## config.mk

```make
export PLATFORM = sky130hd
export DESIGN_NAME = seq_divider
export DESIGN_NICKNAME = d
export VERILOG_FILES = /design/src/rtl/seq_divider.sv
export SDC_FILE = /design/constraint.sdc
export NUM_CORES = 1
export LEC_CHECK = 0
export ABC_AREA = 1
export BUFFER_PORTS_ARGS = -buffer_cell sky130_fd_sc_hd__buf_2
export CORE_ASPECT_RATIO = 1.5
export CORE_UTILIZATION = 45
export DETAILED_ROUTE_END_ITERATION = 6
export GPL_TIMING_DRIVEN = 1
export PLACE_DENSITY = 0.67
export SYNTH_ARGS = -nofsm -noshare
export SYNTH_HDL_FRONTEND = slang
export SYNTH_SLANG_ARGS = --single-unit
```

## constraint.sdc

```tcl
create_clock -name clk -period 2.2 [get_ports clk]
set_clock_uncertainty 0.1 [all_clocks]
set_input_delay 0.44 -clock clk [delete_from_list [all_inputs] [get_ports clk]]
set_output_delay 0.44 -clock clk [all_outputs]
set_load 0.02 [all_outputs]
```

## src/rtl/seq_divider.sv

```systemverilog
// Sequential unsigned restoring divider: one quotient bit per clock by trial
// subtraction, with valid/ready handshakes on the operand and result sides.
module seq_divider #(
  parameter int N = 16
) (
  input  logic         clk,
  input  logic         rst_n,
  input  logic         in_valid,
  output logic         in_ready,
  input  logic [N-1:0] dividend,
  input  logic [N-1:0] divisor,
  output logic         out_valid,
  input  logic         out_ready,
  output logic [N-1:0] quotient,
  output logic [N-1:0] remainder,
  output logic         div_by_zero
);

  localparam int CW = $clog2(N);

  typedef enum logic [1:0] {IDLE, CALC, DONE} state_t;

  state_t        state, state_nxt;
  logic [N-1:0]  q_r;
  logic [N-1:0]  div_r;
  logic [N:0]    p_r;
  logic [CW-1:0] cnt;
  logic          dbz_r;

  logic          accept;
  logic          xfer;
  logic          last_step;
  logic [N:0]    p_shift;
  logic [N+1:0]  sub_res;
  logic          no_borrow;

  // P + ~{0,d} + 1 in N+1 bits; bit N+1 of the result is the carry-out.
  function automatic logic [N+1:0] trial_sub(input logic [N:0] p, input logic [N-1:0] d);
    trial_sub = {1'b0, p} + {1'b0, ~{1'b0, d}} + {{(N+1){1'b0}}, 1'b1};
  endfunction

  assign accept    = in_valid && (state == IDLE);
  assign xfer      = out_ready && (state == DONE);
  assign last_step = (cnt == CW'(N - 1));
  assign p_shift   = {p_r[N-1:0], q_r[N-1]};
  assign sub_res   = trial_sub(p_shift, div_r);
  assign no_borrow = sub_res[N+1];

  always_ff @(posedge clk or negedge rst_n) begin
    if (!rst_n) state <= IDLE;
    else        state <= state_nxt;
  end

  always_comb begin
    state_nxt = state;
    case (state)
      IDLE: if (accept) state_nxt = (divisor == '0) ? DONE : CALC;
      CALC: if (last_step) state_nxt = DONE;
      DONE: if (xfer) state_nxt = IDLE;
      default: state_nxt = IDLE;
    endcase
  end

  // A zero divisor skips the iteration and presents the saturated result at once.
  always_ff @(posedge clk or negedge rst_n) begin
    if (!rst_n) begin
      q_r   <= '0;
      p_r   <= '0;
      div_r <= '0;
      cnt   <= '0;
      dbz_r <= 1'b0;
    end else if (accept) begin
      div_r <= divisor;
      cnt   <= '0;
      if (divisor == '0) begin
        q_r   <= '1;
        p_r   <= {1'b0, dividend};
        dbz_r <= 1'b1;
      end else begin
        q_r   <= dividend;
        p_r   <= '0;
      end
    end else if (state == CALC) begin
      q_r <= {q_r[N-2:0], no_borrow};
      p_r <= no_borrow ? sub_res[N:0] : p_shift;
      cnt <= cnt + 1'b1;
    end else if (xfer) begin
      dbz_r <= 1'b0;
    end
  end

  assign in_ready    = (state == IDLE);
  assign out_valid   = (state == DONE);
  assign quotient    = q_r;
  assign remainder   = p_r[N-1:0];
  assign div_by_zero = dbz_r;

endmodule

```

==> metrics.txt, run 1 <==
Core Box Area=8360 um^2; Reg clk slew, reported paths=70 ps; total I/O pin count=71; Total GRT Usage=0.255; multi-input logic area=2100 um^2; I/O Buffers=70; proportion of layout cells with a drive suffix above 1=0.244; placed cell count=711; final hold vios=0; Die Span X=77.5 um; area share of the largest cell type after synthesis=0.358; clk_lat worst skew=300 ps; Cells after Synth=527; most frequent cells in the layout=133 x nand2_1, 92 x inv_1, 70 x buf_2, 55 x dfrtp_1, 49 x nand3_1; CP required=2330 ps; CTS tree=built; global-route wire length before repair=17.6 mm; Slew HR=0.687; Inserted Clock Buffers=5; vias per cell=5.20; Post-Syn Area=3850 um^2; Worst Tran Pin Value=470 ps; Setup CP Type=register to register; hpwl dp=8.27 mm; Crit path arrival time=2220 ps; Vias=3751; DRT iter0 DRCs=187; GP Congestion=0.917; total grt overflow=0; commonest non-fill, non-tap cell in the layout=nand2_1; startpoint types=register; initial core utilization=0.460; Setup crit end kind=register; Antenna Violating Nets Remaining=0; clock sinks=55; largest net degree at the start of global routing=56; final instance area=4740 um^2; status=completed; Max Cap Viol=0; final critical-path required period=2090 ps; sequential standard cell area=1380 um^2; Synth Area per Inst=7.30 um^2; dpl cell area=4440 um^2; DRC errors left=0; sequential share of the synthesized area=0.358; Netlist cell types=40; Initial DRT Pass Iterations=4; fin nets=668; Max Buffers Root-to-Sink=2; top cells by area, synth=dfrtp_1 36%, nand2_1 13%, inv_1 9.1%; Synth area leader=dfrtp_1; fmax=0.479 GHz; period utilization=0.949; fillers=824; final number of max-transition violations=0; initial antenna violation count=0; full die area=8930 um^2; final WL=10.8 mm; critical-path maximum fanout=8; ANT cells=0; post-DR wirelength/cell=14.9 um; post-route insts no fill=721; Hold Crit Class=primary input to asynchronous set/reset pin; DIE HEIGHT=115 um; CTS root buffer=clkbuf_16; vias in the first global route=3758; Layout area overhead=23.1%; Setup Viol. Count Final=0; Rows=41; Synth Net Count=581; number of synthesized register bits=55; post-route setup TNS=0 ps; yosys warns=0; H-tree levels=2
-- sequential cells by signal (all words and copies together), names as in the netlist --
register / count
div_r: 16
cnt: 4
p_r: 16
quotient: 16
div_by_zero: 1
state: 2
-- cell families after synthesis --
kind of cell / count (synthesis) / synth area share
and+or+nand+nor: 235 / 0.286
buffers and inverters: 117 / 0.123
AOI/OAI and AO/OA: 95 / 0.156
DFF: 55 / 0.358
adders and majority gates: 18 / 0.0605
xor gates and xnor gates: 7 / 0.0159
-- synth_stat cells --
master and count:
o22ai_1 15, a22o_1 1, nor3_1 1, nand4_1 9, nor3_2 2, nor2_1 12
clkbuf_1 6, inv_1 93, a21oi_1 12, a2bb2oi_1 14, clkinv_1 1, and2_1 1
nand3_2 6, nand3_4 1, xnor2_1 5, xor2_1 2, a21boi_1 9, fa_1 1
o21ai_1 4, a22oi_1 1, inv_2 6, nor3_4 1, a21boi_0 3, nand2_2 6
buf_4 2, or2_2 2, and3_1 2, ha_1 17, nand2_4 2, nand3_1 50
dfrtp_1 55, a21oi_2 2, nand2_1 135, and2_4 1, buf_2 7, buf_6 1
nor2_2 4, o21ai_0 33, buf_8 1, a21oi_4 1
-- layer usage --
| layer | GRT usage | up-vias | routed length (um) |
|---|---|---|---|
| met1 | 0.300 | 1757 | 4390 |
| met5 | 0 | - | 0 |
| met3 | 0.0333 | 21 | 430 |
| met2 | 0.447 | 93 | 5450 |
| li1 | - | 1880 | - |
| met4 | 0.143 | 0 | 499 |
-- final timing paths --
check                                             start                  endpoint  slack (ps)  cells after the start
worst min-delay path                              rst_n      div_r[0]$_DFFE_PN0P_          20                      2
worst max-delay path                 p_r[5]$_DFFE_PN0P_       p_r[15]$_DFFE_PN0P_         110                     14
worst max register to register       p_r[5]$_DFFE_PN0P_       p_r[15]$_DFFE_PN0P_         110                     14
max in group asynchronous                         rst_n  quotient[12]$_DFFE_PN0P_        1720                      2
min in group clk                            divisor[10]     div_r[10]$_DFFE_PN0P_         270                      3
worst min register to register  div_by_zero$_DFFE_PN0P_   div_by_zero$_DFFE_PN0P_         380                      2
-- stage by stage --
| step | setup WS [ps] | hold WS [ps] | utilization |
|---|---|---|---|
| global placement | 33.2 | 361 | 0.531 |
| finish | 113 | 17.1 | 0.567 |
| global route | -3.33 | 39.7 | 0.567 |
| CTS | 44.2 | 44.1 | 0.550 |
| detailed placement | 53.7 | 366 | 0.531 |
| floorplan | 116 | 44.4 | - |
-- what timing repair did --
action,CTS,global route
setup buffers,0,2
setup endpoints to repair,0,16
gates resized for setup,0,19
hold buffers,0,0
-- layout make-up --
cell class | instances | share of cell area
Clock buffer | 5 | 0.0264
Clock inverter | 2 | 0.00792
Inverter | 100 | 0.0792
Multi-Input combinational cell | 356 | 0.443
Sequential cell | 55 | 0.291
Tap cell | 107 | 0.0283
Timing Repair Buffer | 96 | 0.125
-- critical path, cell delays in order, from the launching register on --
cell	delay (ps)
dfrtp_1	420
ha_1	340
nand2_1	60
nand2_1	70
nand2_1	70
nand2_2	100
clkinv_1	100
nand3_2	110
nand2_4	130
buf_4	170
nand3_1	50
nand2_1	50
inv_1	60
nand2_1	50
a21oi_1	110
Power of run 1 is not shown: default switching activity piles up to over one toggle a cycle in this logic, so the estimate is an artifact.
==> run 2: changes to the inputs <==
- RECOVER_POWER: not set -> 50
==> metrics.txt, run 2 (same netlist as run 1, synthesis figures left out) <==
Core Box Area=8360 um^2; CP required=2330 ps; Setup Viol. Count Final=0; Vias=3758; final number of max-transition violations=0; clock sinks=55; Antenna Violating Nets Remaining=0; Register-to-Register Setup Slack=110 ps; vias per cell=5.21; fmax=0.478 GHz; Hold Crit Class=primary input to register; global-route wire length before repair=17.6 mm; ANT cells=0; dpl cell area=4440 um^2; cts hold-fix bufs=0; largest net degree at the start of global routing=56; critical-path maximum fanout=8; DRT iter0 DRCs=205; Slew HR=0.0666; full die area=8930 um^2; initial antenna violation count=0; Max Buffers Root-to-Sink=2; Die Span X=77.5 um; pre-CTS WS=53.7 ps; Total GRT Usage=0.255; Setup crit end kind=register; fin util=0.562; Max Cap Viol=0; proportion of layout cells with a drive suffix above 1=0.220; hpwl dp=8.27 mm; Reg clk slew, reported paths=70 ps; period utilization=0.950; DRC errors left=0; final WL=10.8 mm; worst setup margin=109 ps; vias in the first global route=3758; most frequent cells in the layout=133 x nand2_1, 93 x inv_1, 57 x buf_2, 55 x dfrtp_1, 49 x nand3_1; Initial DRT Pass Iterations=4; final critical-path required period=2090 ps; CTS root buffer=clkbuf_16; placed cell count=711; total grt overflow=0; total I/O pin count=71; launching point of the worst reg2reg path=p_r[5]$_DFFE_PN0P_; Inserted Clock Buffers=5; clk_lat worst skew=300 ps; H-tree levels=2; GP Congestion=0.917; final instance area=4700 um^2; Rows=41; startpoint types=register; fin nets=668; Crit path arrival time=2220 ps; post-DR wirelength/cell=14.9 um; Worst Tran Pin Value=1400 ps; hold_sp=divisor[10]; status=completed; Setup CP Type=register to register; I/O Buffers=70; Layout area overhead=22.2%; DIE HEIGHT=115 um; commonest non-fill, non-tap cell in the layout=nand2_1; post-route insts no fill=721; final hold vios=0; CP Launch Point=p_r[5]$_DFFE_PN0P_; initial core utilization=0.460; CTS tree=built
run 2: changes by cell type in the layout (fill, tap and decap cells not counted):
| cell | change |
|---|---|
| clkbuf_1 | +13 |
| inv_1 | +1 |
| buf_12 | -1 |
| clkbuf_2 | +1 |
| nor2_2 | -1 |
| nor2_1 | +1 |
| inv_2 | -1 |
| buf_2 | -13 |
run 2: metrics by stage:
stage	TNS, ps	hold WS, ps
6_report	0	274
5_1_grt	-3.32	305
4_1_cts	0	44.1
3_5_place_dp	0	366
3_3_place_gp	0	361
2_1_floorplan	0	44.4
run 2: per-layer routing:
layer,up-vias,share of wire,track usage
met2,88,0.51,0.447
met1,1770,0.41,0.300
met5,-,0,0
met4,0,0.046,0.143
li1,1879,-,-
met3,21,0.039,0.0333
run 2: timing repair:
item	4_1_cts	5_1_grt
setup buffers	0	2
gates resized for setup	0	19
setup endpoints to repair	0	16
run 2: worst max-delay path, cell delays in order (launching register included):
cell and delay [ps]:
dfrtp_1 420, ha_1 340, nand2_1 60, nand2_1 70, nand2_1 70, nand2_2 100, clkinv_1 100, nand3_2 110
nand2_4 130, buf_4 170, nand3_1 50, nand2_1 50, inv_1 60, nand2_1 50, a21oi_1 110
run 2: worst paths after layout:
kind | to | cells after the start
max in group asynchronous | p_r[12]$_DFFE_PN0P_ | 2
min in group asynchronous | div_r[0]$_DFFE_PN0P_ | 2
max | p_r[15]$_DFFE_PN0P_ | 14
max reg2reg | p_r[15]$_DFFE_PN0P_ | 14
min | div_r[10]$_DFFE_PN0P_ | 3
min reg2reg | div_by_zero$_DFFE_PN0P_ | 2
run 2: cell type report:
class                           instances  area, um^2
Clock buffer                            5         125
Timing Repair Buffer                   96         559
Multi-Input combinational cell        356        2100
Tap cell                              107         134
Clock inverter                          2        37.5
Sequential cell                        55        1380
Inverter                              100         375
Fill cell                             833        3660
Power of run 2 is left out for the same reason.
==> run 3: changes to the inputs <==
- CORE_UTILIZATION: 45 -> 40
- PLACE_DENSITY: 0.67 -> not set
==> metrics.txt, run 3 (same netlist as run 1, synthesis figures left out) <==
status=completed; DIE HEIGHT=122 um; Worst Tran Pin Value=1300 ps; Vias=3645; Hold Crit Class=primary input to register; global-route wire length before repair=17.4 mm; Total GRT Usage=0.232; post-route setup TNS=0 ps; initial antenna violation count=0; pre-CTS WS=50.5 ps; Die Span X=82.1 um; total grt overflow=0; Slew HR=0.132; worst hold path depth=3; Reg clk slew, reported paths=70 ps; ANT cells=0; final WL=10.7 mm; post-DR wirelength/cell=14.7 um; Reg2Reg Depth=11; fillers=970; H-tree levels=2; Setup Viol. Count Final=0; fin nets=668; fin util=0.502; vias per cell=5.01; Max Buffers Root-to-Sink=2; Rows=43; Layout area overhead=21.5%; final hold vios=0; period utilization=0.946; Antenna Violating Nets Remaining=0; sequential standard cell area=1380 um^2; critical-path maximum fanout=17; RSZ-0062 raised after global routing=yes; GP Congestion=0.944; Crit path arrival time=2200 ps; total I/O pin count=71; fmax=0.480 GHz; DRT iter0 DRCs=171; Max Cap Viol=0; commonest non-fill, non-tap cell in the layout=nand2_1; hpwl dp=8.50 mm; initial core utilization=0.413; startpoint types=register; Inserted Clock Buffers=5; final number of max-transition violations=0; vias in the first global route=3635; most frequent cells in the layout=135 x nand2_1, 91 x inv_1, 57 x buf_2, 55 x dfrtp_1, 48 x nand3_1; worst setup margin=119 ps; Setup crit end kind=register; Initial DRT Pass Iterations=4; Core Box Area=9310 um^2; proportion of layout cells with a drive suffix above 1=0.223; cts hold-fix bufs=0; CTS tree=built; clk_lat worst skew=290 ps; final critical-path required period=2080 ps; clock sinks=55; DRC errors left=0; full die area=10000 um^2; CTS root buffer=clkbuf_16; multi-input logic area=2080 um^2; Setup CP Type=register to register; I/O Buffers=70; CP required=2320 ps; largest net degree at the start of global routing=49
==> run 3: routing by layer <==
metal	track usage	wire length, um
met1	0.289	4550
met2	0.389	5230
met3	0.0270	352
met4	0.110	546
met5	0	0
==> run 3: worst paths after layout <==
kind	start	endpoint	slack [ps]
worst max-delay path	div_r[12]$_DFFE_PN0P_	p_r[4]$_DFFE_PN0P_	120
worst min-delay path	divisor[10]	div_r[10]$_DFFE_PN0P_	290
worst max register to register	div_r[12]$_DFFE_PN0P_	p_r[4]$_DFFE_PN0P_	120
worst min register to register	div_by_zero$_DFFE_PN0P_	div_by_zero$_DFFE_PN0P_	380
max in group asynchronous	rst_n	quotient[12]$_DFFE_PN0P_	460
min in group asynchronous	rst_n	state[1]$_DFFE_PN0P_	310
==> run 3: area by class of cell <==
| type | instances | share of cell area |
|---|---|---|
| clock buffer | 6 | 0.0276 |
| clock inverter | 2 | 0.00268 |
| inverter | 100 | 0.0803 |
| multi-input combinational | 355 | 0.446 |
| sequential | 55 | 0.294 |
| tap | 112 | 0.0300 |
| timing repair buffer | 97 | 0.119 |
==> run 3: repair_timing <==
action                                  CTS  global route
buffers inserted                          0             3
resized for setup                         0            21
endpoints found under the setup margin    0            16
==> run 3: critical path: stages (launching register included) <==
cell	delay, ps
dfrtp_1	390
inv_2	100
ha_2	320
nand2_2	110
inv_2	30
nand2_1	70
nand3_2	100
a21oi_4	290
nand2_8	160
nand2_1	100
nand3_1	70
a21boi_1	180
==> run 3: metrics by stage <==
step	hold slack, ps	cell area (um^2)	instances
detailed placement	369	4450	716
global placement	363	4450	716
floorplan	44.4	3850	527
CTS	57.7	4590	724
finish	287	4670	727
global route	297	4670	727
Power of run 3 is left out for the same reason.
